File: config.mk
export PLATFORM = sky130hd
export DESIGN_NAME = g_event_capture_flat
export DESIGN_NICKNAME = d
export VERILOG_FILES = /design/src/rtl/g_capture_pkg.sv /design/src/rtl/g_event_capture_if.sv /design/src/rtl/g_capture_fifo.sv /design/src/rtl/g_event_capture.sv /design/src/flat_wrapper.sv
export SDC_FILE = /design/constraint.sdc
export NUM_CORES = 1
export LEC_CHECK = 0
export ABC_CLOCK_PERIOD_IN_PS = 5050
export BUFFER_PORTS_ARGS = -buffer_cell sky130_fd_sc_hd__buf_2
export CAP_MARGIN = 20
export CELL_PAD_IN_SITES_DETAIL_PLACEMENT = 0
export CELL_PAD_IN_SITES_GLOBAL_PLACEMENT = 1
export CORE_ASPECT_RATIO = 1.2
export CORE_UTILIZATION = 35
export DETAILED_ROUTE_END_ITERATION = 6
export PLACE_DENSITY_LB_ADDON = 0.1
export SLEW_MARGIN = 20
export SYNTH_ARGS = -nofsm -noshare
export SYNTH_HDL_FRONTEND = slang
export SYNTH_SLANG_ARGS = --single-unit
File: constraint.sdc
create_clock -name clk_i -period 5.05 [get_ports clk_i]
set_clock_uncertainty 0.1 [all_clocks]
set_input_delay 1.01 -clock clk_i [delete_from_list [all_inputs] [get_ports clk_i]]
set_output_delay 1.01 -clock clk_i [all_outputs]
set_load 0.05 [all_outputs]
File: src/rtl/g_capture_pkg.sv
// Shared constants for the G event-capture block: count width and the
// {timestamp, count} entry layout used by the FIFO and the read port.
package g_capture_pkg;

    localparam int unsigned CNT_W   = 4;
    localparam int unsigned CNT_LSB = 0;
    localparam int unsigned TS_LSB  = CNT_W;

    localparam int unsigned DROP_CNT_W   = 8;
    localparam int unsigned DROP_CNT_MAX = (1 << DROP_CNT_W) - 1;

    function automatic int unsigned entry_w(input int unsigned ts_w);
        return ts_w + CNT_W;
    endfunction

endpackage

File: src/rtl/g_event_capture_if.sv
// Event input and host read port of g_event_capture.
// The master modport is the capture block; the slave modport is the controller/host side.
interface g_event_capture_if
    import g_capture_pkg::*;
#(
    parameter int unsigned TS_W  = 16,
    parameter int unsigned DEPTH = 4
);

    localparam int unsigned LVL_W = $clog2(DEPTH) + 1;

    logic                        g;
    logic [CNT_W-1:0]            count;
    logic                        rd_valid;
    logic                        rd_ready;
    logic [entry_w(TS_W)-1:0]    rd_data;
    logic [LVL_W-1:0]            level;
    logic                        overflow;
    logic                        ovf_clr;

    modport master (
        input  g, count, rd_ready, ovf_clr,
        output rd_valid, rd_data, level, overflow
    );

    modport slave (
        output g, count, rd_ready, ovf_clr,
        input  rd_valid, rd_data, level, overflow
    );

endinterface

File: src/rtl/g_capture_fifo.sv
// Synchronous first-word-fall-through FIFO; DEPTH must be a power of two >= 2.
// Pointers carry an extra wrap bit so full/empty/level fall out of a plain compare.
module g_capture_fifo #(
    parameter int unsigned WIDTH = 20,
    parameter int unsigned DEPTH = 4
) (
    input  logic                       clk_i,
    input  logic                       rst_i,
    input  logic                       push_i,
    input  logic [WIDTH-1:0]           wdata_i,
    input  logic                       pop_i,
    output logic [WIDTH-1:0]           rdata_o,
    output logic                       full_o,
    output logic                       empty_o,
    output logic [$clog2(DEPTH):0]     level_o
);

    localparam int unsigned ADDR_W = $clog2(DEPTH);
    localparam int unsigned PTR_W  = ADDR_W + 1;

    logic [PTR_W-1:0] wr_ptr_q, wr_ptr_d;
    logic [PTR_W-1:0] rd_ptr_q, rd_ptr_d;
    logic [WIDTH-1:0] mem_q [DEPTH];

    logic push_eff;
    logic pop_eff;

    always_comb begin
        empty_o = (wr_ptr_q == rd_ptr_q);
        full_o  = (wr_ptr_q[ADDR_W] != rd_ptr_q[ADDR_W]) &&
                  (wr_ptr_q[ADDR_W-1:0] == rd_ptr_q[ADDR_W-1:0]);
        level_o = wr_ptr_q - rd_ptr_q;
        rdata_o = empty_o ? '0 : mem_q[rd_ptr_q[ADDR_W-1:0]];
    end

    // A full FIFO still accepts a push when the head leaves in the same cycle.
    always_comb begin
        pop_eff  = pop_i & ~empty_o;
        push_eff = push_i & (~full_o | pop_eff);
        wr_ptr_d = wr_ptr_q + (push_eff ? PTR_W'(1) : PTR_W'(0));
        rd_ptr_d = rd_ptr_q + (pop_eff ? PTR_W'(1) : PTR_W'(0));
    end

    always_ff @(posedge clk_i or posedge rst_i) begin
        if (rst_i) begin
            wr_ptr_q <= '0;
            rd_ptr_q <= '0;
        end else begin
            wr_ptr_q <= wr_ptr_d;
            rd_ptr_q <= rd_ptr_d;
        end
    end

    always_ff @(posedge clk_i) begin
        if (push_eff) begin
            mem_q[wr_ptr_q[ADDR_W-1:0]] <= wdata_i;
        end
    end

endmodule

File: src/rtl/g_event_capture.sv
// Timestamps each rising edge of G and queues {timestamp, count} for a host.
// Define G_CAPTURE_DROP_CNT_EN to add the saturating drop_cnt_o counter.
module g_event_capture
    import g_capture_pkg::*;
#(
    parameter int unsigned TS_W  = 16,
    parameter int unsigned DEPTH = 4
) (
    input  logic                    clk_i,
    input  logic                    clear_i,
    g_event_capture_if.master       cap_if
`ifdef G_CAPTURE_DROP_CNT_EN
    ,
    output logic [DROP_CNT_W-1:0]   drop_cnt_o
`endif
);

    localparam int unsigned ENTRY_W = entry_w(TS_W);

    logic [TS_W-1:0]    ts_q, ts_d;
    logic               g_q;
    logic               overflow_q, overflow_d;
    logic               edge_det;
    logic               pop;
    logic               drop;
    logic               fifo_full;
    logic               fifo_empty;
    logic [ENTRY_W-1:0] entry;

    always_comb begin
        ts_d     = ts_q + TS_W'(1);
        edge_det = cap_if.g & ~g_q;
        pop      = ~fifo_empty & cap_if.rd_ready;
        drop     = edge_det & fifo_full & ~pop;

        entry                         = '0;
        entry[TS_LSB +: TS_W]         = ts_q;
        entry[CNT_LSB +: CNT_W]       = cap_if.count;

        // A drop in the same cycle as ovf_clr keeps the flag set.
        overflow_d = overflow_q;
        if (drop) begin
            overflow_d = 1'b1;
        end else if (cap_if.ovf_clr) begin
            overflow_d = 1'b0;
        end
    end

    always_ff @(posedge clk_i or posedge clear_i) begin
        if (clear_i) begin
            ts_q       <= '0;
            g_q        <= 1'b0;
            overflow_q <= 1'b0;
        end else begin
            ts_q       <= ts_d;
            g_q        <= cap_if.g;
            overflow_q <= overflow_d;
        end
    end

    g_capture_fifo #(
        .WIDTH (ENTRY_W),
        .DEPTH (DEPTH)
    ) u_fifo (
        .clk_i   (clk_i),
        .rst_i   (clear_i),
        .push_i  (edge_det),
        .wdata_i (entry),
        .pop_i   (cap_if.rd_ready),
        .rdata_o (cap_if.rd_data),
        .full_o  (fifo_full),
        .empty_o (fifo_empty),
        .level_o (cap_if.level)
    );

    assign cap_if.rd_valid = ~fifo_empty;
    assign cap_if.overflow = overflow_q;

`ifdef G_CAPTURE_DROP_CNT_EN
    logic [DROP_CNT_W-1:0] drop_cnt_q, drop_cnt_d;

    always_comb begin
        drop_cnt_d = drop_cnt_q;
        if (drop) begin
            if (cap_if.ovf_clr) begin
                drop_cnt_d = DROP_CNT_W'(1);
            end else if (drop_cnt_q != DROP_CNT_W'(DROP_CNT_MAX)) begin
                drop_cnt_d = drop_cnt_q + DROP_CNT_W'(1);
            end
        end else if (cap_if.ovf_clr) begin
            drop_cnt_d = '0;
        end
    end

    always_ff @(posedge clk_i or posedge clear_i) begin
        if (clear_i) begin
            drop_cnt_q <= '0;
        end else begin
            drop_cnt_q <= drop_cnt_d;
        end
    end

    assign drop_cnt_o = drop_cnt_q;
`endif

endmodule

File: src/flat_wrapper.sv
// flat-port wrapper written by rule: the top's interface ports become plain ports
module g_event_capture_flat import g_capture_pkg::*;
#(
    parameter int unsigned TS_W  = 16,
    parameter int unsigned DEPTH = 4
)
  (clk_i, clear_i, cap_if_g, cap_if_count, cap_if_rd_ready, cap_if_ovf_clr, cap_if_rd_valid, cap_if_rd_data, cap_if_level, cap_if_overflow);
  g_event_capture_if #(.TS_W(TS_W), .DEPTH(DEPTH)) cap_if_i ();
  input  logic clk_i;
  input  logic clear_i;
  input wire logic [$bits(cap_if_i.g)-1:0] cap_if_g;
  input wire logic [$bits(cap_if_i.count)-1:0] cap_if_count;
  input wire logic [$bits(cap_if_i.rd_ready)-1:0] cap_if_rd_ready;
  input wire logic [$bits(cap_if_i.ovf_clr)-1:0] cap_if_ovf_clr;
  output wire logic [$bits(cap_if_i.rd_valid)-1:0] cap_if_rd_valid;
  output wire logic [$bits(cap_if_i.rd_data)-1:0] cap_if_rd_data;
  output wire logic [$bits(cap_if_i.level)-1:0] cap_if_level;
  output wire logic [$bits(cap_if_i.overflow)-1:0] cap_if_overflow;
  assign cap_if_i.g = cap_if_g;
  assign cap_if_i.count = cap_if_count;
  assign cap_if_i.rd_ready = cap_if_rd_ready;
  assign cap_if_i.ovf_clr = cap_if_ovf_clr;
  assign cap_if_rd_valid = cap_if_i.rd_valid;
  assign cap_if_rd_data = cap_if_i.rd_data;
  assign cap_if_level = cap_if_i.level;
  assign cap_if_overflow = cap_if_i.overflow;
  g_event_capture #(.TS_W(TS_W), .DEPTH(DEPTH)) u_core (.clk_i(clk_i), .clear_i(clear_i), .cap_if(cap_if_i));
endmodule
## Word-level counts from Yosys, hierarchy flattened

Memories as Yosys holds them, arrays and structs flattened.
Index checks and enable logic that the tools add are counted.

| word-level totals | value |
|---|---|
| register bits after elaboration | 24 |
| memory bits (writable) | 80 |
| bits of input ports | 9 |
| output and inout port bits | 25 |
| logic and storage cells | 32 |
| memories kept | 1 |

| cells by class | value |
|---|---|
| $add $sub $neg | 4 |
| equality and inequality tests | 3 |
| muxes and demuxes | 7 |
| bitwise logic cells | 10 |
| reductions and logical operators | 2 |

Memories:

| memory | depth | bits a word | rd ports | clocked after memory_dff | wr ports | RTL line | source |
|---|---|---|---|---|---|---|---|
| u_core.u_fifo.mem_q | 4 | 20 | 1 | 0 | 1 | g_capture_fifo.sv:23 | `logic [WIDTH-1:0] mem_q [DEPTH];` |

Operator list:

| cell | count |
|---|---|
| 2-to-1 mux 20 bit | 1 |
| adder 16 x 1 -> 16 bit (second input constant) | 1 |
| adder 3 x 1 -> 3 bit | 2 |
| 2-to-1 mux 1 bit | 6 |
| bitwise AND 1 bit | 5 |
| inverter 1 bit | 4 |
| == test 3 bit | 1 |
| subtractor 3 bit | 1 |
| == test 2 bit | 1 |
| nonzero test 2 bit | 1 |
| logical AND 1 bit | 1 |
| != test 1 bit | 1 |
| OR 1 bit | 1 |

## Logic depth before layout (Yosys ltp)

Gate-level depths: netlist of run 1.

| logic depth | value |
|---|---|
| word-level depth | 7 |
| gate-level depth with buffers | 10 |
| gate-level depth less buffers | 9 |

## Modules after synthesis

From an unflattened synthesis of run 1, not the netlist that was laid out.

| unflattened totals | value |
|---|---|
| cell total of the unflattened synthesis | 234 |
| area total of the unflattened synthesis | 4236.6 sq um |

Modules (own cells, without submodules):

| module | instances | cells each | area each (sq um) | seq. area each (sq um) |
|---|---|---|---|---|
| g_capture_fifo | 1 | 166 | 3454.6 | 2552.4 |
| g_event_capture | 1 | 68 | 782.0 | 450.4 |

## Worst setup path before layout of run 1

OpenSTA, ideal clock, no wires.

| timing path | value |
|---|---|
| path kind | register -> register |
| start point | reg u_core.u_fifo.rd_ptr_q[1] |
| end point | mem u_core.u_fifo.mem_q[2][0] (enable) |
| setup time | 0.422 ns |
| arrival | 2.634 ns |
| data required time | 4.528 ns |
| slack | 1.894 ns |
| stages on the path, launching flop included | 8 |
| path buffers | 1 |
| clock period less this slack | 3.156 ns |
| cell sequence | dfrtp_1 > buf_2 > inv_1 > ha_1 > nand2_1 > or3_4 > nand3_2 > nor3_1 |

| on the way | value |
|---|---|
| word-level cells in the longest chain between the ends | 7 |
| elaborated cells on any way between the ends | 10 |
| classes of those cells | eq/ne (2); mux (2); bitwise (5); reduce/logical (1) |

Ends and longest elaborated chain:

| what | RTL line | source |
|---|---|---|
| start, declared | g_capture_fifo.sv:22 | `logic [PTR_W-1:0] rd_ptr_q, rd_ptr_d;` |
| start signal, assigned | g_capture_fifo.sv:50 | `rd_ptr_q <= rd_ptr_d;` |
| == test 3 bit or == test 2 bit (tied branches) | g_capture_fifo.sv:29, g_capture_fifo.sv:31 |  |
| inverter 1 bit or logical AND 1 bit (tied branches) | g_capture_fifo.sv:38, g_capture_fifo.sv:30 |  |
| bitwise AND 1 bit or inverter 1 bit (tied branches) | g_capture_fifo.sv:38, g_capture_fifo.sv:39 |  |
| OR 1 bit (*) | g_capture_fifo.sv:39 | `push_eff = push_i & (~full_o \| pop_eff);` |
| bitwise AND 1 bit (*) | g_capture_fifo.sv:39 |  |
| 2-to-1 mux 1 bit (*) | g_capture_fifo.sv:55 | `if (push_eff) begin` |
| 2-to-1 mux 1 bit (implied by the code) (*) | g_capture_fifo.sv:56 | `mem_q[wr_ptr_q[ADDR_W-1:0]] <= wdata_i;` |
| end, declared | g_capture_fifo.sv:23 |  |

Every way passes the cells marked *; elsewhere a longest branch is shown, timed or not.

## Worst setup path after layout of run 1

| timing path | value |
|---|---|
| start point | reg u_core.u_fifo.rd_ptr_q[0] |
| end point | out cap_if_rd_data[9] |

| on the way | value |
|---|---|
| word-level cells in the longest chain between the ends | 2 |
| elaborated cells on any way between the ends | 3 |
| classes of those cells | eq/ne (1); mux (1); memory (1) |

Ends and longest elaborated chain:

| what | RTL line | source |
|---|---|---|
| memory read (4 x 20 bit) or == test 3 bit (tied branches) | n/a |  |
| 2-to-1 mux 20 bit (*) | g_capture_fifo.sv:33 | `rdata_o = empty_o ? '0 : mem_q[rd_ptr_q[ADDR_W-1:0]];` |
| end, declared | flat_wrapper.sv:16 | `output wire logic [$bits(cap_if_i.rd_data)-1:0] cap_if_rd_data;` |

Marks and branches as above.

==> flow_metrics.tcl, run 1 <==
set metrics [dict create \
    status "finished, final reports clean" \
    fmax_ghz 0.282 \
    min_period_ps 3550 \
    vias_per_cell 4.64 \
    crit_type "flip-flop to output port" \
    placementRows 43 \
    post-cts-setup-buffers 0 \
    globalplace.congestion 0.656 \
    htreeDepth 3 \
    drive_above_1_share 0.306 \
    cp-end-kind "output port" \
    core_sq_um 11500 \
    r2r_cells 8 \
    synth.avg_cell_area_sq_um 18.5 \
    ctsHoldBuffers 0 \
    timing.rr.start "u_core.u_fifo.rd_ptr_q[0]" \
    min_from "u_core.g_q" \
    required_ps 3940 \
    drv_slew 0 \
    hold_viol 0 \
    dp_cells 412 \
    yosys.cell_types.count 25 \
    final.period_utilization 0.703 \
    hold_depth 1 \
    dieArea_sq_um 12200 \
    vias 1984 \
    stdcell_count 428 \
    diodes 0 \
    dieWidth_microns 101 \
    io_pins 34 \
    initial_utilization 0.357 \
    dp_hpwl_microns 4410 \
    hold_class "flip-flop to flip-flop" \
    dr.pass1.iters 4 \
    track_usage 0.135 \
    crit_start "u_core.u_fifo.rd_ptr_q[0]" \
    fin_tns_setup_ps 0 \
    drt_iter0_drc 59 \
    grt_pass1_wl_microns 11600 \
    cts_root_buf "clkbuf_16" \
    cts_tree "yes" \
    dieHeight_microns 121 \
    grt_setup_unrepaired "no" \
    worst_slew_pin_slew_ps 725 \
    relSlewSlack 0.517 \
    port_buffers 33 \
    syn_nets 239 \
    grt_overflow 0 \
    ys_seq_area_frac 0.731 \
    critPathMaxFanout 12 \
    crit_arrival_ps 2440 \
    max_cap_viol_count 0 \
    wl_microns 7310 \
    fillers 1091 \
    final_nets 283 \
    synth-seq-cells 104 \
    antenna_found_initial 0 \
    clock_latency_ps 340 \
    layout_common_cells "80 x edfxtp_1, 33 x buf_2, 24 x dfrtp_1, 21 x nor2b_1, 20 x mux4_2" \
    drc 0 \
    postRouteAntennaNets 0 \
    syn2layout_area_growth_pct 16.4 \
    layout_commonest_cell "edfxtp_1" \
    cts_max_path_buffers 2 \
    cts_buffers 9 \
    path_clk_slew_ps 70 \
    cts.sinks 104 \
    start_kind "flip-flop" \
    grt_max_degree 25 \
    ctsResizeCount 0 \
    grt_pass1_vias 2015 \
    setup_violations 0 \
    ys_warn_count 0 \
    avgRoutedWirePerCell_microns 17.1 \
    netlist_instances 222 \
    netlist_area_sq_um 4110 \
]
-- cell usage after synthesis (all sizes together) --
cell / number / area, sq um
or3: 1 / 11.3
dfrtp: 24 / 601
and3: 2 / 13.8
nand2: 7 / 28.8
clkbuf: 2 / 10.0
ha: 7 / 87.6
inv: 13 / 48.8
edfxtp: 80 / 2400
xnor2: 11 / 96.3
nand4: 4 / 25.0
buf: 4 / 25.0
or2: 1 / 6.26
o32ai: 1 / 16.3
xor2: 7 / 61.3
nor3: 2 / 10.0
nor2: 8 / 30.0
fa: 1 / 20.0
nor2b: 21 / 131
nand3: 6 / 35.0
mux4: 20 / 450
-- path summary, 6_finish.rpt --
path | to | slack (ps)
worst max-delay path | cap_if_rd_data[9] | 1500
worst min-delay path | u_core.cap_if.overflow | 390
worst max register to register | u_core.u_fifo.mem_q[1][12] | 2220
worst min register to register | u_core.cap_if.overflow | 390
max in group asynchronous | u_core.u_fifo.rd_ptr_q[0] | 3840
min in group asynchronous | u_core.cap_if.overflow | 620
-- flip-flops by register name, indices dropped and copies added (netlist names) --
register	cells
u_core.cap_if.overflow	1
u_core.ts_q	16
u_core.u_fifo.wr_ptr_q	3
u_core.g_q	1
u_core.u_fifo.rd_ptr_q	3
u_core.u_fifo.mem_q	80
-- metrics by stage --
stage / setup slack, ps / hold slack, ps / cell area (sq um) / utilization
4_1_cts: 1400 / 390 / 4780 / 0.416
6_report: 1500 / 385 / 4780 / 0.416
5_1_grt: 1310 / 412 / 4780 / 0.416
3_3_place_gp: 1800 / 382 / 4500 / 0.391
3_5_place_dp: 1780 / 381 / 4500 / 0.391
2_1_floorplan: 1890 / 362 / 4110 / -
-- cells by family (layout without fill, tap and decap cells) --
family          Yosys count  after routing  share of synthesized area
xor+xnor                 18             18                     0.0384
flops                   104            104                      0.731
fa+ha+maj                 8              8                     0.0262
buf+inv                  19             68                     0.0204
simple gates             52             52                     0.0709
mux                      20             20                      0.110
compound gates            1              1                    0.00396
-- routing by layer --
metal,part of all wire,vias to the layer above,GRT usage
met5,0,-,0
met4,0.018,0,0.0571
met3,0.026,12,0.0318
met2,0.51,26,0.227
met1,0.44,1031,0.168
li1,-,915,-
-- worst max-delay path, stage by stage (launching register included) --
cell and delay [ps]:
dfrtp_1 810, buf_4 390, mux4_2 530, nor2b_1 140
buf_2 230
-- final cells by class --
cell class	instances	area, sq um	area share
Inverter	13	48.8	0.0102
Tap cell	157	196	0.0411
Timing Repair Buffer	39	210	0.0439
Clock inverter	7	62.6	0.0131
Sequential cell	104	3000	0.628
Clock buffer	9	225	0.0471
Multi-Input combinational cell	99	1040	0.217
Power of run 1 is not shown: default switching activity piles up to over one toggle a cycle in this logic, so the estimate is an artifact.
==> run 2: changes to the inputs <==
--- a/config.mk
+++ b/config.mk
@@ -5,7 +5,7 @@
 export SDC_FILE = /design/constraint.sdc
 export NUM_CORES = 1
 export LEC_CHECK = 0
-export ABC_CLOCK_PERIOD_IN_PS = 5050
+export ABC_CLOCK_PERIOD_IN_PS = 3700
 export BUFFER_PORTS_ARGS = -buffer_cell sky130_fd_sc_hd__buf_2
 export CAP_MARGIN = 20
 export CELL_PAD_IN_SITES_DETAIL_PLACEMENT = 0
==> constraint.sdc (replaced) <==
create_clock -name clk_i -period 3.7 [get_ports clk_i]
set_clock_uncertainty 0.1 [all_clocks]
set_input_delay 0.74 -clock clk_i [delete_from_list [all_inputs] [get_ports clk_i]]
set_output_delay 0.74 -clock clk_i [all_outputs]
set_load 0.05 [all_outputs]
==> run 2 against run 1 <==
Effect of this change: non-clock buffer count increased by 1; highest routed layer unchanged; via count decreased by 1.2%; core utilization decreased by 0.14 points.
==> flow_metrics.tcl, run 2 (synthesis results as in run 1) <==
set metrics [dict create \
    cts_buffers 9 \
    drv_slew 0 \
    drive_above_1_share 0.309 \
    initial_utilization 0.357 \
    syn2layout_area_growth_pct 16.0 \
    drc 0 \
    grt_max_degree 25 \
    io_pins 34 \
    postRouteAntennaNets 0 \
    critPathMaxFanout 22 \
    path_clk_slew_ps 70 \
    cp-end-kind "output port" \
    ctsHoldBuffers 0 \
    hold_viol 0 \
    grt_use_met1 0.177 \
    cts_max_path_buffers 2 \
    hold_class "input pin to asynchronous set/reset pin" \
    min_period_ps 2900 \
    dp_cells 413 \
    core_sq_um 11500 \
    grt_pass1_wl_microns 11800 \
    grt_pass1_vias 2114 \
    relSlewSlack 0.630 \
    globalplace.congestion 0.695 \
    wl_microns 7200 \
    fillers 1111 \
    cts_tree "yes" \
    placementRows 43 \
    use_met3 0.0283 \
    fin_tns_setup_ps 0 \
    vias 1960 \
    cts_root_buf "clkbuf_16" \
    layout_common_cells "80 x edfxtp_1, 33 x buf_2, 24 x dfrtp_1, 21 x nor2b_1, 20 x mux4_2" \
    track_usage 0.135 \
    avgRoutedWirePerCell_microns 16.8 \
    dieHeight_microns 121 \
    crit_type "flip-flop to output port" \
    antenna_found_initial 0 \
    ctsResizeCount 0 \
    grtUsageMet2 0.218 \
    grt_most_used_layer "met2" \
    fmax_ghz 0.345 \
    worst_slew_pin_slew_ps 554 \
    htreeDepth 3 \
    start_kind "flip-flop" \
    dieWidth_microns 101 \
    max_cap_viol_count 0 \
    drt_iter0_drc 59 \
    dieArea_sq_um 12200 \
    placed_area_sq_um 4500 \
    timing.rr.start "u_core.u_fifo.rd_ptr_q[0]" \
    port_buffers 33 \
    diodes 0 \
    grt_setup_unrepaired "no" \
    status "finished, final reports clean" \
    vias_per_cell 4.57 \
    rr_endpoint "u_core.u_fifo.mem_q[0][6]" \
    r2r_cells 7 \
    required_ps 2860 \
    final_nets 284 \
    crit_arrival_ps 2060 \
    layout_commonest_cell "edfxtp_1" \
    final.period_utilization 0.784 \
    clock_latency_ps 330 \
    cts.sinks 104 \
    r2r_slack_ps 1340 \
    final_cell_area_sq_um 4770 \
    post-cts-setup-buffers 0 \
    largest_register_ffs 80 \
    dr.pass1.iters 4 \
    dp_hpwl_microns 4400 \
    grt_overflow 0 \
    setup_violations 0 \
    stdcell_count 429 \
]
run 2: cell types whose count changed in the layout (fill, tap and decap cells not counted):
| cell | before | now |
|---|---|---|
| clkbuf_1 | 0 | 2 |
| clkinv_1 | 3 | 1 |
| inv_6 | 0 | 2 |
| buf_4 | 6 | 7 |
| bufinv_16 | 1 | 0 |
| clkinv_2 | 1 | 2 |
| clkinv_4 | 1 | 0 |
| clkinvlp_4 | 1 | 0 |
run 2: worst max-delay path by stage:
stage | cells past startpoint | from | end
floorplan | 7 | u_core.u_fifo.rd_ptr_q[1] | u_core.u_fifo.mem_q[2][0]
global placement | 5 | u_core.u_fifo.rd_ptr_q[0] | cap_if_rd_data[15]
detailed placement | 5 | u_core.u_fifo.rd_ptr_q[0] | cap_if_rd_data[4]
CTS | 5 | u_core.u_fifo.rd_ptr_q[0] | cap_if_rd_data[4]
global route | 5 | u_core.u_fifo.rd_ptr_q[0] | cap_if_rd_data[12]
finish | 5 | u_core.u_fifo.rd_ptr_q[0] | cap_if_rd_data[4]
run 2: routing by layer:
layer,vias up,part of all wire
met5,-,0
met4,0,0.015
met1,1012,0.46
li1,917,-
met3,8,0.024
met2,23,0.50
run 2: worst max-delay path, cell delays in order, from the launching register on:
cell     delay [ps]
dfrtp_1         380
buf_4           180
ha_1            310
and3_2          520
nor2b_1         100
buf_2           230
run 2: area by class of cell:
cell class / count / area, sq um / area share
flip-flops and latches: 104 / 3000 / 0.630
multi-input cells: 99 / 1040 / 0.218
clock buffers: 11 / 233 / 0.0488
repair buffers: 40 / 218 / 0.0457
well taps: 157 / 196 / 0.0412
inverters: 13 / 48.8 / 0.0102
clock inverters: 5 / 31.3 / 0.00656
run 2: per-stage QoR:
stage               utilization  hold slack, ps  worst slack, ps
finish                    0.414             349              798
global route              0.414             409              632
CTS                       0.414             393              718
detailed placement        0.391             378             1090
global placement          0.391             378             1120
floorplan                     -             362              544
Power of run 2 is left out for the same reason.
==> run 3: changes to the inputs <==
--- a/config.mk
+++ b/config.mk
@@ -5,7 +5,7 @@
 export SDC_FILE = /design/constraint.sdc
 export NUM_CORES = 1
 export LEC_CHECK = 0
-export ABC_CLOCK_PERIOD_IN_PS = 3700
+export ABC_CLOCK_PERIOD_IN_PS = 2360
 export BUFFER_PORTS_ARGS = -buffer_cell sky130_fd_sc_hd__buf_2
 export CAP_MARGIN = 20
 export CELL_PAD_IN_SITES_DETAIL_PLACEMENT = 0
==> constraint.sdc (replaced) <==
create_clock -name clk_i -period 2.36 [get_ports clk_i]
set_clock_uncertainty 0.1 [all_clocks]
set_input_delay 0.472 -clock clk_i [delete_from_list [all_inputs] [get_ports clk_i]]
set_output_delay 0.472 -clock clk_i [all_outputs]
set_load 0.05 [all_outputs]
==> run 3 against run 2 <==
Effect of this change: the run now ends with negative setup slack left; die area is the same; highest routed layer unchanged; hold slack lost 270 ps; register-to-register slack lost 1200 ps; via count grew 5.6%; count of clock-buffer cells in the layout grew 1; core utilization grew 4.9 points; critical endpoint is now cap_if_rd_data[12]; critical path depth shrank 1.
==> flow_metrics.tcl, run 3 (synthesis results as in run 1) <==
set metrics [dict create \
    max_cap_viol_count 0 \
    largest_register_ffs 80 \
    violations "negative setup slack" \
    wl_microns 8110 \
    globalplace.congestion 0.664 \
    grt_setup_unrepaired "yes" \
    grt_overflow 0 \
    drc 0 \
    grt_pass1_wl_microns 12600 \
    required_ps 1790 \
    path_clk_slew_ps 60 \
    core_sq_um 11500 \
    dp_hpwl_microns 4500 \
    status "complete, but fails checks" \
    critical_path.top_delay_family "multiplexers" \
    layout_common_cells "80 x edfxtp_1, 23 x dfrtp_1, 21 x buf_6, 20 x mux4_2, 19 x nor2b_4" \
    setup_slack_ps -33.8 \
    min_period_ps 2390 \
    worst_slew_pin_slew_ps 721 \
    grt_pass1_vias 2242 \
    critPathMaxFanout 10 \
    cts_buffers 9 \
    relSlewSlack 0.518 \
    fillers 1043 \
    hold_class "input pin to asynchronous set/reset pin" \
    drv_slew 0 \
    worst-path-buf-inv 2 \
    track_usage 0.145 \
    drive_above_1_share 0.428 \
    dieWidth_microns 101 \
    crit_path_max_incr_delay_ps 520 \
    vias 2070 \
    layout_commonest_cell "edfxtp_1" \
    cts_max_path_buffers 2 \
    cp-end-kind "output port" \
    dr.pass1.iters 4 \
    cts.sinks 104 \
    start_kind "flip-flop" \
    cts_root_buf "clkbuf_16" \
    setup_violations 19 \
    port_buffers 33 \
    vias_per_cell 4.68 \
    stdcell_count 442 \
    worst_hold_slack_ps 75.6 \
    clock_latency_ps 330 \
    drt_iter0_drc 81 \
    fin_tns_setup_ps -287 \
    initial_utilization 0.357 \
    final.period_utilization 1.01 \
    antenna_found_initial 0 \
    dp_cells 419 \
    avgRoutedWirePerCell_microns 18.3 \
    postRouteAntennaNets 0 \
    path_cells "clkbuf_16 -> mux4_2 -> nor2b_4 -> buf_6" \
    hold_viol 0 \
    placementRows 43 \
    final_nets 297 \
    io_pins 34 \
    crit_arrival_ps 1820 \
    dieHeight_microns 121 \
    diodes 0 \
    crit_type "flip-flop to output port" \
    cts_tree "yes" \
    syn2layout_area_growth_pct 29.8 \
    crit_path_top_delay_cell "mux4_2" \
    dieArea_sq_um 12200 \
    fmax_ghz 0.418 \
    htreeDepth 3 \
    grt_max_degree 25 \
]
[run 3: tightest hold or removal path: cells and delay by family]
kind	cells	cell delay, ps
buffers and inverters	3	430
[run 3: area by class of cell]
class | instances | area, sq um | area share
Inverter | 13 | 55.1 | 0.0103
Tap cell | 157 | 196 | 0.0368
Multi-Input combinational cell | 99 | 1240 | 0.232
Clock inverter | 4 | 22.5 | 0.00422
Timing Repair Buffer | 53 | 582 | 0.109
Sequential cell | 104 | 3000 | 0.563
Clock buffer | 12 | 236 | 0.0443
[run 3: through the flow]
step | worst slack (ps) | util | area, sq um
6_report | -33.8 | 0.463 | 5340
5_1_grt | -80.1 | 0.463 | 5340
4_1_cts | -59.0 | 0.453 | 5220
3_5_place_dp | 58.5 | 0.411 | 4730
3_3_place_gp | 69.9 | 0.411 | 4730
2_1_floorplan | -196 | - | 4280
[run 3: routing by layer]
layer	track usage	vias to the layer above	wire, microns
met4	0.0516	0	99
met2	0.241	28	4150
li1	-	952	-
met5	0	-	0
met3	0.0306	8	225
met1	0.187	1082	3630
[run 3: path summary, 6_finish.rpt]
kind / start / cells past startpoint / slack (ps) / to
min: clear_i / 3 / 80 / u_core.ts_q[14]
max in group asynchronous: clear_i / 3 / 1810 / u_core.u_fifo.rd_ptr_q[0]
max: u_core.u_fifo.rd_ptr_q[0] / 4 / -30 / cap_if_rd_data[12]
min in group clk_i: cap_if_g / 1 / 190 / u_core.g_q
max reg2reg: u_core.u_fifo.rd_ptr_q[0] / 7 / 180 / u_core.u_fifo.mem_q[1][3]
min reg2reg: u_core.g_q / 1 / 400 / u_core.cap_if.overflow
[run 3: timing repair]
item	4_1_cts	5_1_grt
hold buffers	0	0
cloned	2	2
buffers inserted	2	1
setup endpoints to repair	23	23
pin swaps	1	2
gates resized for setup	53	10
Power of run 3 is left out for the same reason.
